==> src/rtl/mem_pkg.sv <==
// Shared types and default widths for the memory arbiter slice.
package mem_pkg;

   localparam int MEM_ADDR_W = 15;
   localparam int MEM_DATA_W = 32;

   // Transfer sequencing states
   typedef enum logic [1:0] {
      ST_IDLE  = 2'd0,
      ST_ISSUE = 2'd1,
      ST_WAIT  = 2'd2,
      ST_ACK   = 2'd3
   } state_e;

   localparam logic OWNER_CPU = 1'b0;
   localparam logic OWNER_DMA = 1'b1;

   // Width of a counter that must hold 0..max_val inclusive
   function automatic int cnt_width(input int unsigned max_val);
      return (max_val < 2) ? 1 : $clog2(max_val + 1);
   endfunction

endpackage

==> src/rtl/arb_prio.sv <==
// CPU-first arbitration with a saturating starve counter that
// guarantees DMA a slot after STARVE_MAX back-to-back CPU wins.
module arb_prio
   import mem_pkg::*;
#(
   parameter int STARVE_MAX = 4
) (
   input  logic clk,
   input  logic rst,
   input  logic arb_en,
   input  logic cpu_req,
   input  logic dma_elig,
   output logic grant_valid,
   output logic grant_dma
);

   localparam int SCW = cnt_width(STARVE_MAX);
   localparam logic [SCW-1:0] STARVE_LIM = SCW'(STARVE_MAX);

   logic [SCW-1:0] starve_q;
   logic [SCW-1:0] starve_d;
   logic           starved;

   // Winner selection: CPU by default, DMA when alone or starved
   always_comb begin
      starved     = (starve_q == STARVE_LIM);
      grant_valid = cpu_req | dma_elig;
      grant_dma   = dma_elig & (~cpu_req | starved);
   end

   // Starve counter next value, only evaluated while the arbiter is idle
   always_comb begin
      starve_d = starve_q;
      if (arb_en) begin
         if (!dma_elig) begin
            starve_d = '0;
         end else if (grant_dma) begin
            starve_d = '0;
         end else if (!starved) begin
            starve_d = starve_q + SCW'(1);
         end
      end
   end

   // Starve counter register
   always_ff @(posedge clk) begin
      if (rst) begin
         starve_q <= '0;
      end else begin
         starve_q <= starve_d;
      end
   end

endmodule

==> src/rtl/mem_arbiter.sv <==
// Two-master (CPU, DMA) arbiter in front of a single-port memory
// controller. One transfer at a time, strobe/ready handshake to memory,
// one-cycle ack pulse back to the owning master.
//
// state    | meaning
// ---------+-----------------------------------------------------------
// ST_IDLE  | arbitrate; latch winner's command when any request present
// ST_ISSUE | one-cycle mem_start (read) or mem_w (write) strobe
// ST_WAIT  | wait for matching ready, bounded by TIMEOUT cycles
// ST_ACK   | one-cycle ack to owner, requests ignored
module mem_arbiter
   import mem_pkg::*;
#(
   parameter int ADDR_W     = MEM_ADDR_W,
   parameter int DATA_W     = MEM_DATA_W,
   parameter int STARVE_MAX = 4,
   parameter int TIMEOUT    = 255
) (
   input  logic              clk,
   input  logic              rst,
   input  logic              cpu_req,
   input  logic              cpu_w,
   input  logic [ADDR_W-1:0] cpu_addr,
   input  logic [DATA_W-1:0] cpu_wdata,
   output logic              cpu_ack,
   output logic [DATA_W-1:0] cpu_rdata,
   input  logic              dma_req,
   input  logic              dma_w,
   input  logic [ADDR_W-1:0] dma_addr,
   input  logic [DATA_W-1:0] dma_wdata,
   output logic              dma_ack,
   output logic [DATA_W-1:0] dma_rdata,
   input  logic              dma_en,
   output logic [ADDR_W-1:0] mem_addr,
   output logic [DATA_W-1:0] mem_wdata,
   output logic              mem_w,
   output logic              mem_start,
   input  logic [DATA_W-1:0] mem_rdata,
   input  logic              mem_readrdy,
   input  logic              mem_saverdy,
   output logic              busy,
   output logic              owner,
   output logic              timeout_err
);

   // WAIT may last at most TIMEOUT cycles; the counter runs 0..TIMEOUT-1
   localparam int TCW = cnt_width(TIMEOUT);
   localparam int unsigned TO_LAST_I = (TIMEOUT > 0) ? TIMEOUT - 1 : 0;
   localparam logic [TCW-1:0] TO_LAST = TCW'(TO_LAST_I);

   state_e            state_q;
   logic [ADDR_W-1:0] mem_addr_q;
   logic [DATA_W-1:0] mem_wdata_q;
   logic              mem_w_q;
   logic              mem_start_q;
   logic              cpu_ack_q;
   logic              dma_ack_q;
   logic [DATA_W-1:0] cpu_rdata_q;
   logic [DATA_W-1:0] dma_rdata_q;
   logic              busy_q;
   logic              owner_q;
   logic              timeout_err_q;
   logic              cur_w_q;
   logic [TCW-1:0]    wait_cnt_q;

   logic              dma_elig;
   logic              arb_en;
   logic              grant_valid;
   logic              grant_dma;
   logic              win_w;
   logic [ADDR_W-1:0] win_addr;
   logic [DATA_W-1:0] win_wdata;
   logic              rdy_match;
   logic              wait_expired;
   logic [DATA_W-1:0] fill_data;

   arb_prio #(
      .STARVE_MAX (STARVE_MAX)
   ) u_arb_prio (
      .clk         (clk),
      .rst         (rst),
      .arb_en      (arb_en),
      .cpu_req     (cpu_req),
      .dma_elig    (dma_elig),
      .grant_valid (grant_valid),
      .grant_dma   (grant_dma)
   );

   // Winner command mux and WAIT-state completion decode
   always_comb begin
      dma_elig     = dma_req & dma_en;
      arb_en       = (state_q == ST_IDLE);
      win_w        = grant_dma ? dma_w     : cpu_w;
      win_addr     = grant_dma ? dma_addr  : cpu_addr;
      win_wdata    = grant_dma ? dma_wdata : cpu_wdata;
      // Only the ready matching the latched direction counts
      rdy_match    = cur_w_q ? mem_saverdy : mem_readrdy;
      wait_expired = (wait_cnt_q == TO_LAST);
      // A timed-out read returns zero rather than whatever is on the bus
      fill_data    = rdy_match ? mem_rdata : '0;
   end

   // Transfer sequencer with registered strobes, acks and status
   always_ff @(posedge clk) begin
      if (rst) begin
         state_q       <= ST_IDLE;
         mem_addr_q    <= '0;
         mem_wdata_q   <= '0;
         mem_w_q       <= 1'b0;
         mem_start_q   <= 1'b0;
         cpu_ack_q     <= 1'b0;
         dma_ack_q     <= 1'b0;
         cpu_rdata_q   <= '0;
         dma_rdata_q   <= '0;
         busy_q        <= 1'b0;
         owner_q       <= OWNER_CPU;
         timeout_err_q <= 1'b0;
         cur_w_q       <= 1'b0;
         wait_cnt_q    <= '0;
      end else begin
         mem_w_q     <= 1'b0;
         mem_start_q <= 1'b0;
         cpu_ack_q   <= 1'b0;
         dma_ack_q   <= 1'b0;
         unique case (state_q)
            ST_IDLE: begin
               if (grant_valid) begin
                  mem_addr_q  <= win_addr;
                  mem_wdata_q <= win_wdata;
                  cur_w_q     <= win_w;
                  owner_q     <= grant_dma ? OWNER_DMA : OWNER_CPU;
                  mem_w_q     <= win_w;
                  mem_start_q <= ~win_w;
                  busy_q      <= 1'b1;
                  state_q     <= ST_ISSUE;
               end
            end
            ST_ISSUE: begin
               // Readies during the strobe cycle are deliberately not looked at
               wait_cnt_q <= '0;
               state_q    <= ST_WAIT;
            end
            ST_WAIT: begin
               if (rdy_match || wait_expired) begin
                  if (!rdy_match) begin
                     timeout_err_q <= 1'b1;
                  end
                  if (!cur_w_q) begin
                     if (owner_q == OWNER_DMA) begin
                        dma_rdata_q <= fill_data;
                     end else begin
                        cpu_rdata_q <= fill_data;
                     end
                  end
                  if (owner_q == OWNER_DMA) begin
                     dma_ack_q <= 1'b1;
                  end else begin
                     cpu_ack_q <= 1'b1;
                  end
                  state_q <= ST_ACK;
               end else begin
                  wait_cnt_q <= wait_cnt_q + TCW'(1);
               end
            end
            ST_ACK: begin
               busy_q  <= 1'b0;
               state_q <= ST_IDLE;
            end
            default: begin
               busy_q  <= 1'b0;
               state_q <= ST_IDLE;
            end
         endcase
      end
   end

   assign mem_addr    = mem_addr_q;
   assign mem_wdata   = mem_wdata_q;
   assign mem_w       = mem_w_q;
   assign mem_start   = mem_start_q;
   assign cpu_ack     = cpu_ack_q;
   assign dma_ack     = dma_ack_q;
   assign cpu_rdata   = cpu_rdata_q;
   assign dma_rdata   = dma_rdata_q;
   assign busy        = busy_q;
   assign owner       = owner_q;
   assign timeout_err = timeout_err_q;

endmodule

==> config.mk <==
export PLATFORM = sky130hd
export DESIGN_NAME = mem_arbiter
export DESIGN_NICKNAME = d
export VERILOG_FILES = /design/src/rtl/mem_pkg.sv /design/src/rtl/arb_prio.sv /design/src/rtl/mem_arbiter.sv
export SDC_FILE = /design/constraint.sdc
export NUM_CORES = 1
export LEC_CHECK = 0
export ABC_AREA = 1
export ABC_CLOCK_PERIOD_IN_PS = 2760
export CELL_PAD_IN_SITES_DETAIL_PLACEMENT = 1
export CELL_PAD_IN_SITES_GLOBAL_PLACEMENT = 1
export CORE_ASPECT_RATIO = 0.5
export CORE_MARGIN = 1
export CORE_UTILIZATION = 31
export CTS_CLUSTER_DIAMETER = 40
export DETAILED_ROUTE_END_ITERATION = 10
export PLACE_DENSITY_LB_ADDON = 0.08
export SLEW_MARGIN = 20
export SYNTH_ARGS = -nofsm -noshare
export SYNTH_HDL_FRONTEND = slang
export SYNTH_SLANG_ARGS = --single-unit
==> constraint.sdc <==
create_clock -name clk -period 2.76 [get_ports clk]
set_input_delay 0.414 -clock clk [delete_from_list [all_inputs] [get_ports clk]]
set_output_delay 0.414 -clock clk [all_outputs]
set_load 0.01 [all_outputs]
* Word-level counts from Yosys, hierarchy flattened
Index checks and enable logic that the tools add are counted.
Operators by class: add/subtract/negate cells 2, equal/unequal tests 9, muxes and demuxes 18, bitwise gates (word level) 13, reductions and logical operators 14
Operators with widths (count):
- $mux 32 | 2
- $pmux 8 s2 | 1
- $mux 15 | 1
- $reduce_and 2->1 | 5
- $mux 3 | 3
- $not 1->1 | 9
- $add 8x1->8 const B | 1
- $eq 8x8->1 const B | 1
- $mux 8 | 1
- $pmux 2 s4 | 1
- $reduce_and 4->1 | 2
- $mux 1 | 6
- $reduce_or 3->1 | 2
- $eq 2x2->1 const B | 2
- $mux 2 | 2
- $ne 2x2->1 const B | 2
- $reduce_bool 2->1 | 2
- $add 3x1->3 const B | 1
- $eq 3x3->1 const B | 1
- $ne 3x3->1 const B | 1
- $reduce_and 3->1 | 1
- $and 1x1->1 | 2
- $eq 2x1->1 const B | 1
- $logic_not 2->1 | 1
- 4 further kinds | 5
Word-level totals: register bits after elaboration 132, output and inout port bits 118, logic and storage cells 71

* Longest topological paths before layout
Gate-level depths: netlist of the first run.
word-level depth 5, depth in mapped cells 11, mapped depth without buffers 11

* Hierarchy
Synthesis of the first run repeated with hierarchy kept, for this count alone.
Second synthesis, totals: cells, all modules 830, area, all modules 5970.7 um^2
Modules (own cells, without submodules):
- mem_arbiter | times used 1, cells an instance 808, area an instance 5803.1 um^2, seq. area each 2582.5 um^2
- arb_prio | times used 1, cells an instance 22, area an instance 167.7 um^2, seq. area each 60.1 um^2

* Worst setup path before layout of the first run
Ideal clock, no wire load.
kind reg-to-reg, start reg state_q[0], end reg cpu_rdata_q[0], in the netlist cpu_rdata[0], setup time 0.070 ns, data arrival time 1.443 ns, required time 2.690 ns, slack 1.247 ns, stages on the path, launching flop included 8, period minus slack after synthesis 1.513 ns, cell sequence dfxtp_1 inv_1 ha_1 buf_4 clkbuf_1 clkbuf_1 nand4_1 a21oi_1
Between the ends: cells in the longest elaborated chain, start to end 2
RTL lines:
- start: declaration | RTL line mem_arbiter.sv:51 | state_e state_q;
- start signal: assignment | RTL line mem_arbiter.sv:106 | state_q <= ST_IDLE;
- start signal: assignment | RTL line mem_arbiter.sv:135 | state_q <= ST_ISSUE;
- start signal: assignment | RTL line mem_arbiter.sv:141 | state_q <= ST_WAIT;
- $eq 2x2->1 | RTL line mem_arbiter.sv:125 | unique case (state_q)
- $reduce_and 4->1 (no line)
- end signal: assignment | RTL line mem_arbiter.sv:152 | cpu_rdata_q <= fill_data;
- end: declaration | RTL line mem_arbiter.sv:58 | logic [DATA_W-1:0] cpu_rdata_q;
Every way passes these cells. A chain may end at the register's enable or synchronous reset.

* Final worst setup path of the first run
start reg wait_cnt_q[0], end reg cpu_rdata_q[13], in the netlist cpu_rdata[13]
Between the ends: cells in the longest elaborated chain, start to end 3
RTL lines:
- start: declaration | RTL line mem_arbiter.sv:64 | logic [TCW-1:0] wait_cnt_q;
- start signal: assignment | RTL line mem_arbiter.sv:162 | wait_cnt_q <= wait_cnt_q + TCW'(1);
- $eq 8x8->1 | RTL line mem_arbiter.sv:98 | wait_expired = (wait_cnt_q == TO_LAST);
- $logic_or 1x1->1 | RTL line mem_arbiter.sv:144 | if (rdy_match || wait_expired) begin
- $reduce_and 4->1 (no line)
Every way passes these cells.

==> results.md, run 1 <==
- Post-Route WL: between 20,000 and 25,000 um
- Worst r2r src: wait_cnt_q[0]
- FMAX: roughly 0.5 GHz
- Hold Path Class: flip-flop to flip-flop
- Clock latency on the worst-skew pair: roughly 0.42 ns
- DIE HEIGHT: around 100 um
- Logic pwr share: between 30% and 40%
- Detailed Place HPWL: 14,700 um
- Yosys cell types: 27
- Final Util: just over 50%
- EDFF count, synth: 0
- Async set-reset flop share out of synthesis: 0%
- Mapped Area: 5760 um2
- Max-cap viol count: 0
- Worst slew margin: about 44%
- Max VDD drop: 0.561 mV
- Vias/cell: roughly 5
- Register area share after synthesis: around 46%
- Unrepaired setup endpoints after global routing: false
- CP Data Arrival Time: between 2 and 2.5 ns
- Clock root buffer: clkbuf_16
- Vias: roughly 6.3k
- Setup_tns: 0 ns
- Global route overflow: 0
- Vias in the first global route: 6,667
- Clk_skew: 0.00961 ns
- Pin count of the biggest net entering global routing: 91
- Synthesis-to-layout area growth: 57.8%
- Flop2flop setup slack: 0.75 ns
- Filler instances: roughly 2.2k
- CTS tree: done
- Crit path top cell by count: nand2_1
- Status: finished clean
- 1st-iter DRT viols: roughly 270
- Psw: ~2.5 mW
- TritonCTS Buffers: 17
- Core area: 17,800 um2
- Post-Synthesis Cells: 785
- Startpoint types: flip-flop
- Cell Chain, Critical Path: inv_1 -> ha_1 -> nand2_1 -> nor2_1 -> nand2_2 -> nand2_4 -> nand3_2 -> buf_4 -> nand2_1 -> a21oi_1
- P_leak: ~3.4 nW
- Deepest clock path buffer count: 2
- Sequential Power Share: between 30% and 40%
- DRT antenna net count: 0
- Die area: 19,100 um2
- Crit. End Element: flip-flop
- Placer congestion estimate: 0.785
- Net Sw Frac: between 30% and 40%
- Ratio of cells with drive above 1 in the final layout: 6.66%
- Clock power share: 35.0%
- CTS resizes: 0
- Synth Flop Type: dfxtp_1
- Port buffer count: 252
- CP Max Fanout: 32
- Syn avg cell area: roughly 7.3 um2
- Period minus WS final: 2.01 ns
- Setup violations, final: 0
- Cell Int Power: 4.88 mW
- Largest stage delay, worst path: between 0.3 and 0.4 ns
- Most frequent cell after synthesis: nand2_1
- Reg-to-reg endpoint: cpu_rdata[13]
- Max-slew violations: 0
- Num ports: around 250
- ANT cells: 0
- Final worst-path cycle share: 72.8%
- Fin area: slightly above 9000 um2
- GRT Util Overall: 22.2%
- DRC viols: 0
- Worst-Margin Slew: 0.838 ns
- Placed cell count: roughly 1.2k
- Post-layout net count: about 1.2k
- Final hold vios: 0
- Most common library cells after synthesis: 197 x nand2_1, 132 x dfxtp_1, 75 x a21oi_1
- Initial antenna violation count: 0
- Crit Path Category: flip-flop to flip-flop
- Initial core utilization: around 32%
- Hold_sp: dma_rdata[16]
- H-tree levels: 4
- Cell accounting for the most synthesized area: dfxtp_1
- P per Cell Area: between 800 and 900 nW/um2
- Slowest cell on the critical path: dfxtp_1
- Routed wire per std cell: between 15 and 20 um
- Worst EP required: roughly 3.1 ns
- Power Total: 7.36 mW
- Clk pin slew, worst setup/hold paths: around 0.060 ns
- Worst Reg-to-Reg Cells: 10
- Hold endpoint: dma_rdata[16]
- Leading post-synthesis cells by cell area: dfxtp_1 46%, nand2_1 13%, nand4_1 7.1%, a21oi_1 6.5%, a31oi_1 5.2%
- Non-filler instance count after layout: around 1.3k
- Hold buffers post-CTS: 0
- Die W: 195 um
- FF+latch count, synth: approximately 130
- Syn Nets: ~900
- Post-CTS Repair Setup Buffers: 0
- Clock sinks: 132
- Hold Path Stages: 2
- Site Rows: 34
- Yosys warning count: 0
- Drt pass-1 iters: 4
- Top-area cell type share of the netlist area: a little under half
- First-pass GRT wire length: between 30,000 and 40,000 um
- Placement Cell Area: approximately 8400 um2
-- critical path, delay by kind of cell, from the launching register on --
kind / cells / cell delay [ns]
fa+ha+maj: 1 / 0.21
buf+inv: 2 / 0.46
simple gates: 6 / 0.70
compound gates: 1 / 0.18
flops: 1 / 0.37
-- cell type report --
cell class | count | area (um2) | area share (%)
multi-input combinational | 533 | 2620 | 28.8
tap | 234 | 293 | 3.22
inverter | 54 | 203 | 2.23
timing repair buffer | 270 | 2670 | 29.3
clock buffer | 18 | 439 | 4.84
clock inverter | 14 | 224 | 2.47
sequential | 132 | 2640 | 29.1
-- cells in the final DEF (no fill, tap or decap), types with 2 or more instances in the layout --
cell	instances
nand3_1	13
a21oi_1	75
nor2_1	54
o21ai_1	6
a31oi_1	48
inv_2	3
nand2_2	4
bufinv_16	5
buf_4	17
nand4_1	65
nor3_1	4
clkdlybuf4s50_1	251
o21ai_0	47
inv_1	51
dfxtp_1	132
ha_1	6
nand3_2	3
clkbuf_16	17
nand2_1	197
inv_6	4
clkinv_4	3
nor2_2	2
-- how the worst max path moves through the flow --
stage	to	depth (start not counted)	slack [ns]	from
after floorplan	cpu_rdata[0]	7	1.25	state_q[0]
after global placement	cpu_rdata[2]	9	0.68	mem_saverdy
after detailed placement	mem_wdata[17]	6	0.60	dma_req
after CTS	cpu_rdata[13]	10	0.74	wait_cnt_q[0]
after global routing	cpu_rdata[13]	10	0.51	wait_cnt_q[0]
final	cpu_rdata[13]	10	0.75	wait_cnt_q[0]
-- stage by stage --
| step | hold slack [ns] | setup slack, ns |
|---|---|---|
| 6_report | 0.467 | 0.752 |
| 5_1_grt | 0.482 | 0.515 |
| 4_1_cts | 0.473 | 0.736 |
| 3_5_place_dp | 0.462 | 0.597 |
| 3_3_place_gp | 0.454 | 0.680 |
| 2_1_floorplan | 0.460 | 1.25 |
-- power groups by stage --
stage	combinational [mW]	clock, mW	sequential, mW
4_1_cts	2.38	2.62	2.42
3_5_place_dp	2.37	0	2.45
3_3_place_gp	2.31	0	2.45
2_1_floorplan	1.17	0	2.55
5_1_grt	2.58	2.72	2.46
6_report	2.36	2.58	2.42
-- cells by family (layout without fill, tap and decap cells) --
logic type | Yosys count | after routing | share of synthesized area [%]
AOI/OAI and AO/OA | 180 | 180 | 16.9
adders and majority gates | 7 | 7 | 1.52
buffers and inverters | 120 | 356 | 9.13
DFF | 132 | 132 | 45.9
and+or+nand+nor | 346 | 346 | 26.5
-- flip-flops by register name (all words and copies together) (netlist names) --
register             flops
cpu_rdata               32
owner                    1
mem_addr                15
dma_rdata               32
cpu_ack                  1
wait_cnt_q               8
timeout_err              1
mem_start                1
u_arb_prio.starve_q      3
state_q                  2
busy                     1
mem_wdata               32
dma_ack                  1
cur_w_q                  1
mem_w                    1
-- metal layers --
metal	GRT usage (%)	share of wire, %
met5	0	0
met4	6.17	1.3
met2	37.9	47
met1	26.1	43
met3	8.67	8.0
(Power assumes the default switching activity.)
==> inputs of run 2 (changes only) <==
ABC_CLOCK_PERIOD_IN_PS = 1900   (was 2760)
CORE_UTILIZATION = 29   (was 31)
clock period = 1.9 ns   (was 2.76 ns; I/O delays follow)
==> results.md, run 2 (synthesized netlist as in run 1, its figures left out) <==
- Status: finished clean
- Max-slew violations: 0
- Hold Slack: between 0.3 and 0.4 ns
- Ratio of cells with drive above 1 in the final layout: approximately 7.0%
- Placer congestion estimate: 0.745
- Die area: about 20,000 um2
- Crit. End Element: output pin
- Non-filler instance count after layout: 1,284
- Crit path max-delay family: buffers and inverters
- Clk pin slew, worst setup/hold paths: roughly 0.060 ns
- Clk_skew: around 0.010 ns
- Period minus WS final: about 1.8 ns
- Post-Route WL: roughly 21,000 um
- Final hold vios: 0
- Deepest clock path buffer count: 2
- Max VDD drop: roughly 0.74 mV
- Vias in the first global route: between 6k and 7k
- Clock root buffer: clkbuf_16
- Synthesis-to-layout area growth: 60.2%
- Vias/cell: approximately 4.9
- Pin count of the biggest net entering global routing: 74
- Placement Cell Area: 8550 um2
- Setup violations, final: 0
- P_leak: ~3.5 nW
- CP Data Arrival Time: roughly 1.5 ns
- First-pass GRT wire length: 33,700 um
- Setup slack after placement: 0.0636 ns
- Commonest non-fill, non-tap cell in the layout: clkdlybuf4s50_1
- Drt pass-1 iters: 4
- H-tree levels: 4
- DIE HEIGHT: 102 um
- Die W: about 200 um
- Final worst-path cycle share: a little over nine tenths
- ANT cells: 0
- Max-cap viol count: 0
- Worst slew margin: 71.3%
- Sequential cell area: between 2000 and 3000 um2
- Initial antenna violation count: 0
- Fin worst setup slack: 0.115 ns
- Vias: ~6.2k
- Slowest cell on the critical path: clkdlybuf4s50_1
- 1st-iter DRT viols: 227
- Cell Chain, Critical Path: clkdlybuf4s50_1
- Critical path buffer and inverter count: 1
- Multi-input combinational cell area: ~2600 um2
- Crit Path Category: flip-flop to output pin
- Startpoint types: flip-flop
- DRC viols: 0
- P per Cell Area: roughly 1200 nW/um2
- Worst-Margin Slew: about 0.43 ns
- CP Max Fanout: 5
- Routed wire per std cell: ~17 um
- Global route overflow: 0
- Post-CTS Repair Setup Buffers: 0
- Clock sinks: roughly 130
- DRT antenna net count: 0
- Placed cell count: between 1k and 1.5k
- Core area: between 15,000 and 20,000 um2
- Site Rows: 35
- Unrepaired setup endpoints after global routing: false
- Filler instances: approximately 2.3k
- Initial core utilization: between 30% and 40%
- Post-layout net count: 1,154
- Largest stage delay, worst path: 0.60 ns
- Most frequent cells in the layout: 251 x clkdlybuf4s50_1, 197 x nand2_1, 132 x dfxtp_1, 75 x a21oi_1, 65 x nand4_1
- Hold Path Class: input port to flip-flop
- Detailed Place HPWL: between 15,000 and 20,000 um
- Setup_tns: 0 ns
- TritonCTS Buffers: 17
- Fin area: roughly 9200 um2
- FMAX: roughly 0.56 GHz
- CTS tree: done
- Worst EP required: between 1.5 and 2 ns
- Port buffer count: around 250
- GRT Util Overall: a little over a fifth
- Num ports: about 250
- Clock latency on the worst-skew pair: ~0.42 ns
-- run 2: cell types whose count changed in the layout (fill, tap and decap cells not counted) --
cell and change:
buf_6 +1, clkinv_4 -2, buf_12 +6, buf_4 -3, clkbuf_8 +2, o21ai_2 +1, o21ai_4 -1, inv_6 -4
clkinvlp_4 +4
-- run 2: per-layer routing --
metal / wire (um) / track usage (%) / vias up
li1: - / - / 3110
met1: 9620 / 26.0 / 2939
met2: 9800 / 34.2 / 159
met3: 1720 / 8.20 / 25
met4: 328 / 6.70 / 0
met5: 0 / 0 / -
-- run 2: cell type report --
class	count	area share, %
clock inverters	12	2.19
well taps	259	3.52
multi-input cells	533	28.3
flip-flops and latches	132	28.7
inverters	54	2.20
clock buffers	20	5.06
repair buffers	274	30.1
-- run 2: path summary, 6_finish.rpt --
| kind | slack [ns] | cells after the start | to | startpoint |
|---|---|---|---|---|
| worst max-delay path | 0.11 | 1 | owner | owner |
| worst min-delay path | 0.37 | 3 | timeout_err | rst |
| worst max register to register | 0.20 | 11 | wait_cnt_q[6] | wait_cnt_q[0] |
| worst min register to register | 0.46 | 2 | cpu_rdata[31] | cpu_rdata[31] |
-- run 2: power breakdown --
group / switching, mW / internal (mW)
sequential: 0.275 / 3.24
clock: 1.29 / 2.43
combinational: 1.99 / 1.54
total: 3.55 / 7.21
-- run 2: timing repair --
item,in CTS,in global routing
gates resized for setup,0,1
setup endpoints to repair,0,1
hold buffers,0,0
-- run 2: metrics by stage --
step | utilization, % | total power, mW
after floorplan | - | 5.41
after global placement | 45.2 | 7.03
after detailed placement | 45.2 | 7.12
after CTS | 48.7 | 10.9
after global routing | 48.7 | 11.4
final | 48.7 | 10.8
==> inputs of run 3 (changes only) <==
CAP_MARGIN = 10   (was default)
==> results of run 3 <==
Same layout as run 2: the final DEF is identical, and so are final timing and power.
